<file path="config.mk">
export PLATFORM = sky130hd
export DESIGN_NAME = uart_rx_os
export DESIGN_NICKNAME = d
export VERILOG_FILES = /design/src/rtl/uart_rx_os.sv
export SDC_FILE = /design/constraint.sdc
export NUM_CORES = 1
export LEC_CHECK = 0
export ABC_AREA = 0
export BUFFER_PORTS_ARGS = -buffer_cell sky130_fd_sc_hd__buf_2
export CAP_MARGIN = 10
export CORE_MARGIN = 2
export CORE_UTILIZATION = 48
export CTS_CLUSTER_SIZE = 16
export DETAILED_ROUTE_END_ITERATION = 12
export GPL_TIMING_DRIVEN = 0
export PLACE_DENSITY = 0.68
export REMOVE_ABC_BUFFERS = 1
export SLEW_MARGIN = 30
export SYNTH_ARGS = -nofsm -noshare
export SYNTH_HDL_FRONTEND = slang
export SYNTH_SLANG_ARGS = --single-unit
</file>
<file path="constraint.sdc">
create_clock -name clk -period 3.3 [get_ports clk]
set_input_delay 0.165 -clock clk [delete_from_list [all_inputs] [get_ports clk]]
set_output_delay 0.165 -clock clk [all_outputs]
set_load 0.005 [all_outputs]
</file>
<file path="src/rtl/uart_rx_os.sv">
// uart_rx_os: oversampled, majority-voted UART receiver with a valid/ready holding register.
// Optional break detection is enabled with macro UART_RX_BREAK_DET_EN. Rev 1.0
`default_nettype none

module uart_rx_os #(
  parameter int DATA_WIDTH = 8,
  parameter int STOP_BITS  = 1,
  parameter int OVERSAMPLE = 16,
  parameter int DIV_WIDTH  = 16
) (
  input  logic                  clk,
  input  logic                  rst_n,
  input  logic                  rx,
  input  logic [DIV_WIDTH-1:0]  baud_div,
  input  logic [1:0]            parity_mode,
  output logic [DATA_WIDTH-1:0] m_data,
  output logic                  m_valid,
  input  logic                  m_ready,
  output logic                  err_frame,
  output logic                  err_parity,
  output logic                  err_overrun,
  output logic                  brk,
  output logic                  busy
);

  localparam int SW = $clog2(OVERSAMPLE);

  typedef enum logic [2:0] {
    S_IDLE   = 3'd0,
    S_START  = 3'd1,
    S_DATA   = 3'd2,
    S_PARITY = 3'd3,
    S_STOP   = 3'd4
`ifdef UART_RX_BREAK_DET_EN
    , S_WAIT = 3'd5
`endif
  } state_t;

  state_t                 state;
  logic                   sync1, sync2, prev;
  logic [DIV_WIDTH-1:0]   div_l, tick_cnt;
  logic [1:0]             mode_l;
  logic [SW-1:0]          s_cnt;
  logic                   v_a, v_b;
  logic [DATA_WIDTH-1:0]  shreg;
  logic [3:0]             bit_cnt;
  logic                   stop_cnt;
  logic                   par_bit;
  logic                   stop_bad;
`ifdef UART_RX_BREAK_DET_EN
  logic                   all_zero;
`endif

  logic start_det, tick, vote_now, end_bit, maj, par_en, par_x, par_bad, last_stop;

  assign start_det = prev & ~sync2 & (state == S_IDLE);
  assign tick      = (tick_cnt == div_l);
  assign vote_now  = tick && (s_cnt == SW'(OVERSAMPLE/2 + 1));
  assign end_bit   = tick && (s_cnt == SW'(OVERSAMPLE - 1));
  // The third sample is the live synchronised value at the vote tick.
  assign maj       = (v_a & v_b) | (v_a & sync2) | (v_b & sync2);
  assign par_en    = (mode_l == 2'b01) || (mode_l == 2'b10);
  assign par_x     = (^shreg) ^ par_bit;
  assign par_bad   = (mode_l == 2'b01) ? par_x : (mode_l == 2'b10) ? ~par_x : 1'b0;
  assign last_stop = (stop_cnt == 1'(STOP_BITS - 1));

`ifndef UART_RX_BREAK_DET_EN
  assign brk = 1'b0;
`endif

  always_ff @(posedge clk) begin
    if (!rst_n) begin
      state       <= S_IDLE;
      sync1       <= 1'b1;
      sync2       <= 1'b1;
      prev        <= 1'b0;
      div_l       <= '0;
      tick_cnt    <= '0;
      mode_l      <= 2'b00;
      s_cnt       <= '0;
      v_a         <= 1'b0;
      v_b         <= 1'b0;
      shreg       <= '0;
      bit_cnt     <= '0;
      stop_cnt    <= 1'b0;
      par_bit     <= 1'b0;
      stop_bad    <= 1'b0;
      m_data      <= '0;
      m_valid     <= 1'b0;
      err_frame   <= 1'b0;
      err_parity  <= 1'b0;
      err_overrun <= 1'b0;
      busy        <= 1'b0;
`ifdef UART_RX_BREAK_DET_EN
      all_zero    <= 1'b0;
      brk         <= 1'b0;
`endif
    end else begin
      sync1       <= rx;
      sync2       <= sync1;
      prev        <= sync2;
      err_frame   <= 1'b0;
      err_parity  <= 1'b0;
      err_overrun <= 1'b0;
`ifdef UART_RX_BREAK_DET_EN
      brk         <= 1'b0;
`endif
      if (m_valid && m_ready) m_valid <= 1'b0;

      if (start_det || tick) tick_cnt <= '0;
      else                   tick_cnt <= tick_cnt + 1'b1;

      if (start_det)    s_cnt <= '0;
      else if (end_bit) s_cnt <= '0;
      else if (tick)    s_cnt <= s_cnt + 1'b1;

      if (tick && s_cnt == SW'(OVERSAMPLE/2 - 1)) v_a <= sync2;
      if (tick && s_cnt == SW'(OVERSAMPLE/2))     v_b <= sync2;

      case (state)
        S_IDLE: begin
          if (start_det) begin
            state    <= S_START;
            busy     <= 1'b1;
            div_l    <= baud_div;
            mode_l   <= parity_mode;
            stop_bad <= 1'b0;
`ifdef UART_RX_BREAK_DET_EN
            all_zero <= 1'b1;
`endif
          end
        end
        S_START: begin
          if (vote_now && maj) begin
            state <= S_IDLE;
            busy  <= 1'b0;
          end else if (end_bit) begin
            state   <= S_DATA;
            bit_cnt <= '0;
          end
        end
        S_DATA: begin
          if (vote_now) begin
            shreg <= {maj, shreg[DATA_WIDTH-1:1]};
`ifdef UART_RX_BREAK_DET_EN
            all_zero <= all_zero & ~maj;
`endif
          end
          if (end_bit) begin
            if (bit_cnt == 4'(DATA_WIDTH - 1)) begin
              state    <= par_en ? S_PARITY : S_STOP;
              stop_cnt <= 1'b0;
            end else begin
              bit_cnt <= bit_cnt + 1'b1;
            end
          end
        end
        S_PARITY: begin
          if (vote_now) begin
            par_bit <= maj;
`ifdef UART_RX_BREAK_DET_EN
            all_zero <= all_zero & ~maj;
`endif
          end
          if (end_bit) begin
            state    <= S_STOP;
            stop_cnt <= 1'b0;
          end
        end
        S_STOP: begin
          // Commit on the last stop vote so a following start edge up to half a bit early is still caught.
          if (vote_now && last_stop) begin
            state <= S_IDLE;
            busy  <= 1'b0;
`ifdef UART_RX_BREAK_DET_EN
            if (all_zero && (stop_cnt || !maj)) begin
              brk   <= 1'b1;
              state <= S_WAIT;
              busy  <= 1'b1;
            end else
`endif
            if (stop_bad || !maj) begin
              err_frame <= 1'b1;
            end else if (par_bad) begin
              err_parity <= 1'b1;
            end else if (m_valid && !m_ready) begin
              err_overrun <= 1'b1;
            end else begin
              m_data  <= shreg;
              m_valid <= 1'b1;
            end
          end else if (vote_now) begin
            stop_bad <= stop_bad | ~maj;
`ifdef UART_RX_BREAK_DET_EN
            if (!stop_cnt) all_zero <= all_zero & ~maj;
`endif
          end
          if (end_bit && !last_stop) stop_cnt <= stop_cnt + 1'b1;
        end
`ifdef UART_RX_BREAK_DET_EN
        S_WAIT: begin
          if (tick && sync2) begin
            state <= S_IDLE;
            busy  <= 1'b0;
          end
        end
`endif
        default: begin
          state <= S_IDLE;
          busy  <= 1'b0;
        end
      endcase
    end
  end

endmodule

`default_nettype wire

</file>
# ---- Word-level counts from Yosys, hierarchy flattened
# Index checks and enable logic that the tools add are counted.
dict set report word_totals {
  register_bits 74
  inputBits 22
  output_inout_bits 14
  word_cells 142
}
dict set report classes {
  n_addsub 4
  eq_ne 25
  mux 38
  bitwise 20
  reduce_logical 34
}
# cell count
set op_table {}
lappend op_table {{2-to-1 mux 3 bit} 8}
lappend op_table {{inequality test 2 bit (second input constant)} 12}
lappend op_table {{2-to-1 mux 1 bit} 21}
lappend op_table {{adder 16 x 1 -> 16 bit (second input constant)} 1}
lappend op_table {{== test 16 bit} 1}
lappend op_table {{2-to-1 mux 4 bit} 4}
lappend op_table {{one-hot mux 3 bit (5 select lines)} 1}
lappend op_table {{AND reduction 5 bit} 3}
lappend op_table {{== test 4 bit (second input constant)} 3}
lappend op_table {{NOT 1 bit} 11}
lappend op_table {{logical AND 1 bit} 9}
lappend op_table {{adder 4 x 1 -> 4 bit (second input constant)} 2}
lappend op_table {{== test 4 x 3 -> 1 bit (second input constant)} 2}
lappend op_table {{one-hot mux 4 bit (2 select lines)} 1}
lappend op_table {{AND reduction 4 bit} 2}
lappend op_table {{parity 8 bit} 1}
lappend op_table {{== test 3 x 2 -> 1 bit (second input constant)} 2}
lappend op_table {{AND reduction 2 bit} 3}
lappend op_table {{AND reduction 6 bit} 1}
lappend op_table {{AND 1 bit} 5}
lappend op_table {{OR reduction 5 bit} 1}
lappend op_table {{one-hot mux 1 bit (4 select lines)} 1}
lappend op_table {{nonzero test 2 bit} 2}
lappend op_table {{OR reduction 2 bit} 2}
lappend op_table {{other kinds (17)} 22}

# ---- Logic depth before layout (Yosys ltp)
dict set report depth {
  ltp_word 9
  mapped_depth 7
  mapped_depth_nobuf 7
}

# ---- Worst setup path before layout
# Ideal clock, no wire load.
dict set report synth_path {
  kind {register to register}
  start {reg shreg[3]}
  end {reg m_data[0]}
  setup_ns 0.123
  arrival_time_ns 1.877
  required_time_ns 3.177
  path_slack_ns 1.300
  path_stages_with_launch 7
  n_path_buf 0
  period_less_slack_ns 2.000
  cell_sequence {dfxtp_1 -> xor2_1 -> xnor3_1 -> xnor2_1 -> mux2i_1 -> nand4_4 -> mux2i_1}
}
dict set report synth_via {
  elab_chain_len 7
}
# element line_no
set synth_lines {}
lappend synth_lines {{start: declaration} 45} ;# logic [DATA_WIDTH-1:0] shreg;
lappend synth_lines {{start signal: assignment} 144} ;# shreg <= {maj, shreg[DATA_WIDTH-1:1]};
lappend synth_lines {{parity 8 bit *} 63} ;# assign par_x = (^shreg) ^ par_bit;
lappend synth_lines {{XOR 1 bit *} 63}
lappend synth_lines {{NOT 1 bit} 64} ;# assign par_bad = (mode_l == 2'b01) ? par_x : (mode_l == 2'b10) ? ~par_x : 1'b0;
lappend synth_lines {{2-to-1 mux 1 bit} 64}
lappend synth_lines {{2-to-1 mux 1 bit *} 64}
lappend synth_lines {{NOT 1 bit (no source line) *} --}
lappend synth_lines {{AND reduction 5 bit (no source line) *} --}
lappend synth_lines {{end signal: assignment} 189} ;# m_data <= shreg;
lappend synth_lines {{end: declaration} 16} ;# output logic [DATA_WIDTH-1:0] m_data,
# Mark *: on every way between the ends. The rest lies on a longest branch, timed or not.
# A chain may end at the register's enable or synchronous reset.

# ---- Worst setup path after layout
dict set report layout_path {
  start {reg tick_cnt[9]}
  end {reg shreg[7]}
}
dict set report layout_via {
  elab_chain_len 3
}
# element line_no
set layout_lines {}
lappend layout_lines {{start: declaration} 41} ;# logic [DIV_WIDTH-1:0] div_l, tick_cnt;
lappend layout_lines {{start signal: assignment} 111} ;# else tick_cnt <= tick_cnt + 1'b1;
lappend layout_lines {{== test 16 bit} 57} ;# assign tick = (tick_cnt == div_l);
lappend layout_lines {{logical AND 1 bit} 58} ;# assign vote_now = tick && (s_cnt == SW'(OVERSAMPLE/2 + 1));
lappend layout_lines {{AND reduction 2 bit (no source line)} --}
# No other way between the ends.

==> impl_metrics.tcl <==
set metrics [dict create \
    r2r-start "tick_cnt[9]" \
    wl_per_cell_um 12.7 \
    cts-resized-gates 0 \
    hold_violations 0 \
    min_path_type "input pin to flip-flop" \
    syn_to_final_growth_pct 12.9 \
    p_leak_nw 1.60 \
    ys_seq_elements 74 \
    initial_utilization_pct 49.7 \
    die_x_um 87.9 \
    ioPinCount 36 \
    drc 0 \
    cts_setup_buffers 0 \
    clockBufferDepth 2 \
    rows 30 \
    setup_viol 0 \
    async_reset_ff_share_pct 0 \
    yosysTopAreaCellShare_pct 43.9 \
    hold_buffers 1 \
    r2r_slack_ps 870 \
    vias 2639 \
    layout_min_cycle_time_ps 2430 \
    run_status "complete, no violations" \
    fmax_mhz 412 \
    gp_congestion 0.860 \
    vias_per_cell 5.08 \
    r2r_cells 6 \
    final_cells 519 \
    placed_cells 503 \
    drtIter0Drc 66 \
    worstHoldStart "baud_div[11]" \
    totalWireLength_um 6610 \
    powerDensity_nw_per_um2 487 \
    worstPathMaxFanout 8 \
    worstSkewPairLatency_ps 350 \
    die-area_sq_um 7720 \
    finalCritPeriodShare_pct 73.6 \
    num-nets-final 448 \
    synth_adder_area_share_pct 2.59 \
    dp_hpwl_um 4580 \
    synth_ff_type "dfxtp_1" \
    cp.required_ps 3520 \
    yosys_warnings 0 \
    grt_pass1_vias 2487 \
    critPathArrivalTime_ps 2650 \
    synth_simple_gate_area_share_pct 25.3 \
    portBuffers 34 \
    ys_seq_area_share_pct 43.9 \
    worstMarginPinSlew_ps 872 \
    coreArea_sq_um 6790 \
    slew_violations 0 \
    synthMuxAreaShare_pct 6.22 \
    ctsHtreeMaxLevel 3 \
    grt-ovfl-total 0 \
    worstSetupPathType "flip-flop to flip-flop" \
    drtAntennaViolNets 0 \
    grt_usage_pct 18.9 \
    avgSynthCellArea_sq_um 8.73 \
    cts_buffers 9 \
    die_y_um 87.9 \
    max_slew_margin_pct 41.8 \
    setup_tns_ps 0 \
    peakVddDrop_mv 0.230 \
    cts_tree "yes" \
    grt_setup_unrepaired "false" \
    rr_endpoint "shreg[7]" \
    grt_pass1_wl_um 11400 \
    cts_root_buffer "clkbuf_8" \
    layout-drive-gt1-share_pct 14.4 \
    grt_max_degree 37 \
    firstDrtPassIters 4 \
    min_to "div_l[11]" \
    maxCapViolations 0 \
    syn_area_sq_um 3380 \
    antenna_found_initial 0 \
    synth_top_family_by_area "simple AND/OR/NAND/NOR gates" \
    fin_skew_ps 12.9 \
    crit_path_end_kind "flip-flop" \
    start_kind "flip-flop" \
    diodes 0 \
    cts_sinks 74 \
    holdPathStages 3 \
    synth_area_leaders "dfxtp_1 (44%), nand2_1 (8.3%), xor2_1 (6.5%)" \
    synth-edff-count 0 \
    place_area_sq_um 3600 \
    synth_compound_area_share_pct 9.15 \
    synth_common_cells "nand2_1 (75), dfxtp_1 (74), nor2_1 (39)" \
    yosysUniqueCellTypes 49 \
    yosysTopAreaCell "dfxtp_1" \
    clkSlewWorstSetupHoldPaths_ps 80 \
    syn_inst 387 \
    yosysMostFrequentCell "nand2_1" \
    final_area_sq_um 3810 \
    synth-xor-area-share_pct 9.74 \
]
cells by family after synthesis:
family	Yosys count
DFF	74
and+or+nand+nor	173
adders and majority gates	7
AOI/OAI and AO/OA	53
buffers and inverters	22
other	1
muxes	21
xor gates and xnor gates	36
area by class of cell:
cell class                 instances  area [sq um]
sequential                        74          1480
multi-input combinational        291          1800
clock inverter                     6          82.6
timing repair buffer              35           180
clock buffer                       9           124
fill                             610          2980
tap                               96           120
inverter                           8          30.0
placed cells by master, fill, tap and decap left out, types with 5 or more instances in the layout:
cell type	Yosys	routed
o21ai_0	11	11
clkbuf_8	0	9
ha_1	7	7
inv_1	7	7
dfxtp_1	74	74
nor2b_1	5	5
xnor2_1	10	10
xor2_1	25	25
and3_1	6	6
or3_1	6	6
a21oi_1	29	29
nand2_1	75	75
mux2i_1	21	21
buf_2	0	34
nor2_1	39	38
nand3_1	11	11
worst max-delay path: stages (launching register included):
cell and delay [ps]:
dfxtp_1 370, xor2_1 160, nor4_1 540, nand4_1 370
nor3_4 560, mux2i_1 250, nor2_1 50
sequential cells by signal, indices dropped and copies added, names as in the netlist, 2 cells and up:
signal    count
s_cnt         4
state         3
tick_cnt     16
shreg         8
m_data        8
bit_cnt       4
mode_l        2
div_l        16
through the flow:
| step | power [W] | util (%) | hold slack (ps) | setup WS, ps |
|---|---|---|---|---|
| final | 0.00186 | 56.1 | 42.5 | 873 |
| after global placement | 0.00112 | 52.9 | 349 | 943 |
| after floorplan | 0.00107 | - | 238 | 1300 |
| after CTS | 0.00187 | 56.1 | 38.5 | 853 |
| after global routing | 0.00194 | 56.1 | 38.3 | 620 |
| after detailed placement | 0.00113 | 52.9 | 351 | 873 |
worst max path at each step:
stage / from / endpoint / slack, ps
CTS: tick_cnt[9] / shreg[5] / 850
detailed placement: tick_cnt[9] / shreg[6] / 870
global route: tick_cnt[9] / shreg[5] / 620
global placement: tick_cnt[9] / shreg[1] / 940
finish: tick_cnt[9] / shreg[7] / 870
floorplan: shreg[3] / m_data[0] / 1300
layer usage:
layer  track usage, %  wire length, um  up-vias
li1                 -                -     1372
met1             25.0             3350     1215
met2             29.4             2930       43
met3             4.34              223        9
met4             8.25              112        0
met5                0                0        -
power by group:
group	internal [W]	leakage [nW]	switching, W
Clock	0.000417	0.105	0.000330
Combinational	0.0000604	0.899	0.000105
Sequential	0.000915	0.598	0.0000276
Power figures use the tool's default switching activity.
